`config.mk`:
```
export PLATFORM = sky130hd
export DESIGN_NAME = bnn_weight_loader_flat
export DESIGN_NICKNAME = d
export VERILOG_FILES = /design/src/rtl/bnn_weight_loader_if.sv /design/src/rtl/bnn_weight_loader.sv /design/src/flat_wrapper.sv
export SDC_FILE = /design/constraint.sdc
export NUM_CORES = 1
export LEC_CHECK = 0
export CAP_MARGIN = 30
export CORE_ASPECT_RATIO = 0.6
export CORE_MARGIN = 4
export CORE_UTILIZATION = 25
export DETAILED_ROUTE_END_ITERATION = 6
export PLACE_DENSITY = 0.45
export SYNTH_ARGS = -nofsm -noshare
export SYNTH_HDL_FRONTEND = slang
export SYNTH_SLANG_ARGS = --single-unit
```
`constraint.sdc`:
```
create_clock -name clk -period 1.8 [get_ports clk]
set_input_delay 0.36 -clock clk [delete_from_list [all_inputs] [get_ports clk]]
set_output_delay 0.36 -clock clk [all_outputs]
set_load 0.005 [all_outputs]
```
`src/rtl/bnn_weight_loader_if.sv`:
```
`default_nettype none
// ============================================================================
// Module   : bnn_weight_loader_if
// Function : valid/ready weight-byte stream feeding the BNN weight loader.
// Revision : 1.0 - initial release
// ============================================================================
interface bnn_weight_loader_if;
  logic       s_valid;
  logic [7:0] s_data;
  logic       s_ready;

  modport master (
    output s_valid,
    output s_data,
    input  s_ready
  );

  modport slave (
    input  s_valid,
    input  s_data,
    output s_ready
  );
endinterface
`default_nettype wire

```
`src/rtl/bnn_weight_loader.sv`:
```
`default_nettype none
// ============================================================================
// Module   : bnn_weight_loader
// Function : buffers weight bytes and writes them to the 8-8-4 BNN core as
//            LO/HI nibble pairs. Define BNN_WLOAD_CHECKSUM_EN to accept and
//            verify a trailing XOR checksum byte.
// Revision : 1.0 - initial release
// ============================================================================
module bnn_weight_loader #(
  parameter int NUM_NEURONS = 12,
  parameter int FIFO_DEPTH  = 4
) (
  input  logic                      clk,
  input  logic                      rst_n,
  input  logic                      ena,
  input  logic                      start,
  bnn_weight_loader_if.slave        s_if,
  output logic [3:0]                w_nibble,
  output logic                      w_load_en,
  output logic [4:0]                neuron_idx,
  output logic                      busy,
  output logic                      done,
  output logic                      err
);

`ifdef BNN_WLOAD_CHECKSUM_EN
  localparam int TOTAL = NUM_NEURONS + 1;
`else
  localparam int TOTAL = NUM_NEURONS;
`endif
  localparam int            AW        = $clog2(FIFO_DEPTH);
  localparam int            CW        = $clog2(TOTAL + 1);
  localparam logic [4:0]    LAST_IDX  = 5'(NUM_NEURONS - 1);
  localparam logic [CW-1:0] TOTAL_CNT = CW'(TOTAL);

`ifdef BNN_WLOAD_CHECKSUM_EN
  typedef enum logic [2:0] {
    S_IDLE = 3'd0,
    S_LO   = 3'd1,
    S_HI   = 3'd2,
    S_CHK  = 3'd3,
    S_DONE = 3'd4,
    S_ERR  = 3'd5
  } state_e;
`else
  typedef enum logic [2:0] {
    S_IDLE = 3'd0,
    S_LO   = 3'd1,
    S_HI   = 3'd2,
    S_DONE = 3'd4
  } state_e;
`endif

  state_e        state_q, state_d;
  logic [4:0]    neuron_idx_q, neuron_idx_d;
  logic [CW-1:0] acc_cnt_q, acc_cnt_d;
  logic [AW:0]   wr_ptr_q, wr_ptr_d;
  logic [AW:0]   rd_ptr_q, rd_ptr_d;
  logic [7:0]    mem_q [FIFO_DEPTH];
`ifdef BNN_WLOAD_CHECKSUM_EN
  logic [7:0]    xor_q, xor_d;
`endif

  logic          fifo_empty;
  logic          fifo_full;
  logic [7:0]    head;
  logic          busy_w;
  logic          accept_ok;
  logic          push;
  logic          restart;
  logic          load_en_w;
  logic [3:0]    nibble_w;

  // Extra pointer MSB distinguishes full from empty when the indices match.
  assign fifo_empty = (wr_ptr_q == rd_ptr_q);
  assign fifo_full  = (wr_ptr_q[AW] != rd_ptr_q[AW]) &&
                      (wr_ptr_q[AW-1:0] == rd_ptr_q[AW-1:0]);
  assign head       = mem_q[rd_ptr_q[AW-1:0]];

`ifdef BNN_WLOAD_CHECKSUM_EN
  assign busy_w = (state_q == S_LO) || (state_q == S_HI) || (state_q == S_CHK);
`else
  assign busy_w = (state_q == S_LO) || (state_q == S_HI);
`endif

  always_comb begin
    state_d      = state_q;
    neuron_idx_d = neuron_idx_q;
    acc_cnt_d    = acc_cnt_q;
    wr_ptr_d     = wr_ptr_q;
    rd_ptr_d     = rd_ptr_q;
`ifdef BNN_WLOAD_CHECKSUM_EN
    xor_d        = xor_q;
`endif
    accept_ok    = 1'b0;
    push         = 1'b0;
    restart      = 1'b0;
    load_en_w    = 1'b0;
    nibble_w     = 4'h0;

    if (ena) begin
      accept_ok = busy_w && !fifo_full && (acc_cnt_q < TOTAL_CNT);
      push      = accept_ok && s_if.s_valid;
      if (push) begin
        wr_ptr_d  = wr_ptr_q + 1'b1;
        acc_cnt_d = acc_cnt_q + 1'b1;
      end

      case (state_q)
        S_IDLE, S_DONE: restart = start;
`ifdef BNN_WLOAD_CHECKSUM_EN
        S_ERR:          restart = start;
`endif
        S_LO: begin
          if (!fifo_empty) begin
            load_en_w = 1'b1;
            nibble_w  = head[3:0];
            state_d   = S_HI;
          end
        end
        // The HI half never stalls: the core expects both nibbles back to back.
        S_HI: begin
          load_en_w = 1'b1;
          nibble_w  = head[7:4];
          rd_ptr_d  = rd_ptr_q + 1'b1;
`ifdef BNN_WLOAD_CHECKSUM_EN
          xor_d     = xor_q ^ head;
`endif
          if (neuron_idx_q == LAST_IDX) begin
`ifdef BNN_WLOAD_CHECKSUM_EN
            state_d = S_CHK;
`else
            state_d = S_DONE;
`endif
          end else begin
            neuron_idx_d = neuron_idx_q + 5'd1;
            state_d      = S_LO;
          end
        end
`ifdef BNN_WLOAD_CHECKSUM_EN
        S_CHK: begin
          if (!fifo_empty) begin
            rd_ptr_d = rd_ptr_q + 1'b1;
            state_d  = (head == xor_q) ? S_DONE : S_ERR;
          end
        end
`endif
        default: state_d = S_IDLE;
      endcase

      if (restart) begin
        state_d      = S_LO;
        neuron_idx_d = '0;
        acc_cnt_d    = '0;
        wr_ptr_d     = '0;
        rd_ptr_d     = '0;
`ifdef BNN_WLOAD_CHECKSUM_EN
        xor_d        = '0;
`endif
      end
    end
  end

  always_ff @(posedge clk or negedge rst_n) begin
    if (!rst_n) begin
      state_q      <= S_IDLE;
      neuron_idx_q <= '0;
      acc_cnt_q    <= '0;
      wr_ptr_q     <= '0;
      rd_ptr_q     <= '0;
`ifdef BNN_WLOAD_CHECKSUM_EN
      xor_q        <= '0;
`endif
    end else begin
      state_q      <= state_d;
      neuron_idx_q <= neuron_idx_d;
      acc_cnt_q    <= acc_cnt_d;
      wr_ptr_q     <= wr_ptr_d;
      rd_ptr_q     <= rd_ptr_d;
`ifdef BNN_WLOAD_CHECKSUM_EN
      xor_q        <= xor_d;
`endif
    end
  end

  // Storage needs no reset: occupancy is defined entirely by the pointers.
  always_ff @(posedge clk) begin
    if (push) begin
      mem_q[wr_ptr_q[AW-1:0]] <= s_if.s_data;
    end
  end

  assign s_if.s_ready = accept_ok;
  assign w_load_en    = load_en_w;
  assign w_nibble     = nibble_w;
  assign neuron_idx   = neuron_idx_q;
  assign busy         = busy_w;
  assign done         = (state_q == S_DONE);
`ifdef BNN_WLOAD_CHECKSUM_EN
  assign err          = (state_q == S_ERR);
`else
  assign err          = 1'b0;
`endif

endmodule
`default_nettype wire

```
`src/flat_wrapper.sv`:
```
// flat-port wrapper written by rule: the top's interface ports become plain ports
module bnn_weight_loader_flat 
#(
  parameter int NUM_NEURONS = 12,
  parameter int FIFO_DEPTH  = 4
)
  (clk, rst_n, ena, start, w_nibble, w_load_en, neuron_idx, busy, done, err, s_if_s_valid, s_if_s_data, s_if_s_ready);
  bnn_weight_loader_if s_if_i ();
  input  logic clk;
  input  logic rst_n;
  input  logic ena;
  input  logic start;
  output logic [3:0] w_nibble;
  output logic w_load_en;
  output logic [4:0] neuron_idx;
  output logic busy;
  output logic done;
  output logic err;
  input wire logic [$bits(s_if_i.s_valid)-1:0] s_if_s_valid;
  input wire logic [$bits(s_if_i.s_data)-1:0] s_if_s_data;
  output wire logic [$bits(s_if_i.s_ready)-1:0] s_if_s_ready;
  assign s_if_i.s_valid = s_if_s_valid;
  assign s_if_i.s_data = s_if_s_data;
  assign s_if_s_ready = s_if_i.s_ready;
  bnn_weight_loader #(.NUM_NEURONS(NUM_NEURONS), .FIFO_DEPTH(FIFO_DEPTH)) u_core (.clk(clk), .rst_n(rst_n), .ena(ena), .start(start), .s_if(s_if_i), .w_nibble(w_nibble), .w_load_en(w_load_en), .neuron_idx(neuron_idx), .busy(busy), .done(done), .err(err));
endmodule
```
==> out/metrics.csv <==
metric,value,unit
final sum of negative setup slack,-1800,ps
Final Hold Viols,0,
post-synthesis cell type count,45,
Clock Tree Buf Depth,2,
share of final-layout standard cells stronger than drive strength 1,0.433,
top flip-flop cell by instance count after synthesis,sky130_fd_sc_hd__edfxtp_1,
synthesized instance count,167,
Place WS,-455,ps
violated checks,negative setup slack,
die area,11200,sq um
synth warn,0,
die extent in x,134,microns
cell with the most instances after synthesis,sky130_fd_sc_hd__edfxtp_1,
height of the chip,83.6,microns
Power Dens Cells,1380,nW/um^2
initial core utilization,0.258,
hold crit path type,input pin to asynchronous set/reset pin,
count of state elements after synthesis,50,
Overall Global Routing Usage,0.104,
RSZ-0062 raised after global routing,true,
clock slew at reported path FFs,70,ps
HPWL reported at the end of detailed placement,3920,microns
part of the Yosys area used for sequential elements,0.592,
critical path startpoint category,flip-flop,
"EDFF count, synth",32,
Post-Synthesis Net Count,187,
fin worst setup slack,-397,ps
critical path arrival,1840,ps
first-pass GRT wire length,9000,microns
last weighted congestion value of the routability-driven placer,0.715,
boundary pin count,27,
remaining design rule violation count,0,
commonest cells in the netlist,"sky130_fd_sc_hd__edfxtp_1 (32), sky130_fd_sc_hd__dfrtp_1 (18), sky130_fd_sc_hd__nand2_1 (10), sky130_fd_sc_hd__mux4_2 (8), sky130_fd_sc_hd__nor2_1 (8)",
largest clock skew in the final design,3.00,ps
largest fanout on the critical path,4,
Leak,1.37,nW
"Remaining Overflow, GRT",0,
average footprint of a synthesized cell,14.3,sq um
fraction of synthesis flops using an asynchronous set or reset pin,0.360,
Max Freq,455,MHz
layout-stage area growth over the synthesis result,45.7,%
average wire per cell in the routed design,14.6,microns
worst skew pair latency,290,ps
Placement Rows,27,
Final ANT Viol Nets,0,
CTS Root Cell,sky130_fd_sc_hd__clkbuf_16,
Placement Cell Area,3130,sq um
worst voltage drop across the vdd grid,0.448,mV
post-route cell area,3470,sq um
number of pins with negative max-slew slack in the final report,0,
largest cells by area after synthesis,"sky130_fd_sc_hd__edfxtp_1 (40%), sky130_fd_sc_hd__dfrtp_1 (19%), sky130_fd_sc_hd__mux4_2 (7.6%)",
result of the run,"complete, but fails checks",
maximum number of pins on one net before global-route repair,19,
DR iter-0 viols,142,
initial antenna violation count,0,
largest area contributor in the synthesized netlist,sky130_fd_sc_hd__edfxtp_1,
number of CTS-inserted buffers,5,
1st-pass router iterations,4,
H-tree levels,2,
CTS tree,yes,
number of diodes,0,
share of the clock period used by the worst path,1.22,
post-DR vias/cell,4.26,
number of port buffers,25,
area inside the core boundary,9220,sq um
wire length after detailed routing,5520,microns
cell area after technology mapping,2380,sq um
Clock Sink Count,50,
Synth top area share,0.403,
element type at the critical path end,output pin,
required time of the critical path,1440,ps
# setup viols final,7,
vias post-DR,1607,
shortest period the worst path allows,2200,ps
net count reported at finish,266,
classification of the worst setup path,flip-flop to output pin,
number of maximum-capacitance violations,0,
vias in the first global route,1649,
## layout by cell type (no fill, tap or decap), types with 2 or more instances in the layout
cell                              instances
sky130_fd_sc_hd__edfxtp_1                32
sky130_fd_sc_hd__and2_4                   3
sky130_fd_sc_hd__o21ai_0                  7
sky130_fd_sc_hd__nor2_1                   6
sky130_fd_sc_hd__o211ai_1                 5
sky130_fd_sc_hd__dfrtp_1                 17
sky130_fd_sc_hd__nand2_1                  9
sky130_fd_sc_hd__nand3_1                  4
sky130_fd_sc_hd__mux4_2                   8
sky130_fd_sc_hd__inv_1                    6
sky130_fd_sc_hd__buf_4                   38
sky130_fd_sc_hd__ha_1                     7
sky130_fd_sc_hd__buf_6                   17
sky130_fd_sc_hd__xor2_2                   2
sky130_fd_sc_hd__nor3b_1                  2
sky130_fd_sc_hd__a22oi_2                  4
sky130_fd_sc_hd__o31ai_1                  3
sky130_fd_sc_hd__nand2b_1                 3
sky130_fd_sc_hd__nor2_4                   2
sky130_fd_sc_hd__mux2_2                   3
sky130_fd_sc_hd__clkdlybuf4s50_1         17
sky130_fd_sc_hd__xor2_1                   2
sky130_fd_sc_hd__nor3b_2                  2
sky130_fd_sc_hd__buf_2                    7
sky130_fd_sc_hd__nor2b_1                  2
sky130_fd_sc_hd__clkbuf_16                5
sky130_fd_sc_hd__nor4b_1                  2
sky130_fd_sc_hd__mux2i_1                  3
## where the power goes
part	switching, W	internal (W)	total [W]
clock network	0.000422	0.000657	0.00108
logic	0.000926	0.00124	0.00216
registers	0.000138	0.00141	0.00155
total	0.00149	0.00330	0.00479
## worst paths after layout
kind	endpoint	startpoint	slack, ps	depth (start not counted)
max in group asynchronous	u_core.rd_ptr_q[0]	rst_n	1150	2
max	w_nibble[3]	u_core.rd_ptr_q[0]	-400	6
min in group clk	u_core.acc_cnt_q[0]	u_core.acc_cnt_q[0]	510	1
min reg2reg	u_core.acc_cnt_q[0]	u_core.acc_cnt_q[0]	510	1
max reg2reg	u_core.mem_q[3][0]	u_core.rd_ptr_q[0]	20	7
min	u_core.state_q[1]	rst_n	420	2
## flip-flops by register name (all words and copies together) (netlist names)
signal             cells
u_core.state_q         3
u_core.neuron_idx      5
u_core.acc_cnt_q       4
u_core.mem_q          32
u_core.rd_ptr_q        3
u_core.wr_ptr_q        3
## cells by family after synthesis
| group | Yosys count | synth area share |
|---|---|---|
| xor gates and xnor gates | 6 | 0.0299 |
| adders and majority gates | 7 | 0.0368 |
| other | 1 | 0.00157 |
| DFF | 50 | 0.592 |
| and+or+nand+nor | 45 | 0.117 |
| AOI/OAI and AO/OA | 29 | 0.0872 |
| buffers and inverters | 15 | 0.0331 |
| muxes | 14 | 0.102 |
## layer usage
metal,global-route usage,share of wire
met5,0,0
met4,0.0305,0.0092
met3,0.0259,0.031
met2,0.145,0.42
met1,0.158,0.54
## repair_timing
item / 4_1_cts / 5_1_grt
hold buffers: 0 / 0
endpoints found under the setup margin: 47 / 50
buffers inserted: 13 / 6
pin swaps: 14 / 15
endpoints found under the hold margin: 0 / 0
cloned: 0 / 0
gates resized for setup: 62 / 12
## through the flow
stage | utilization | instances | total power [W] | hold slack (ps)
2_1_floorplan | - | 167 | 0.00245 | 64.4
3_3_place_gp | 0.339 | 358 | 0.00333 | 505
3_5_place_dp | 0.339 | 358 | 0.00333 | 511
4_1_cts | 0.374 | 376 | 0.00475 | 427
5_1_grt | 0.376 | 377 | 0.00511 | 442
6_report | 0.376 | 377 | 0.00479 | 419
## final cells by class
class | instances | area (sq um)
sequential | 50 | 1410
timing repair buffer | 81 | 707
multi-input combinational | 102 | 1000
clock inverter | 2 | 37.5
tap | 130 | 163
fill | 872 | 5750
inverter | 6 | 22.5
clock buffer | 6 | 129
## critical path, cell delays in order (launching register included)
cell and delay (ps):
sky130_fd_sc_hd__dfrtp_2 430, sky130_fd_sc_hd__buf_6 120, sky130_fd_sc_hd__buf_6 90, sky130_fd_sc_hd__mux4_2 490, sky130_fd_sc_hd__a22oi_2 230, sky130_fd_sc_hd__nor2_1 60, sky130_fd_sc_hd__buf_2 120
No activity file was read; power rests on OpenSTA's default activity.
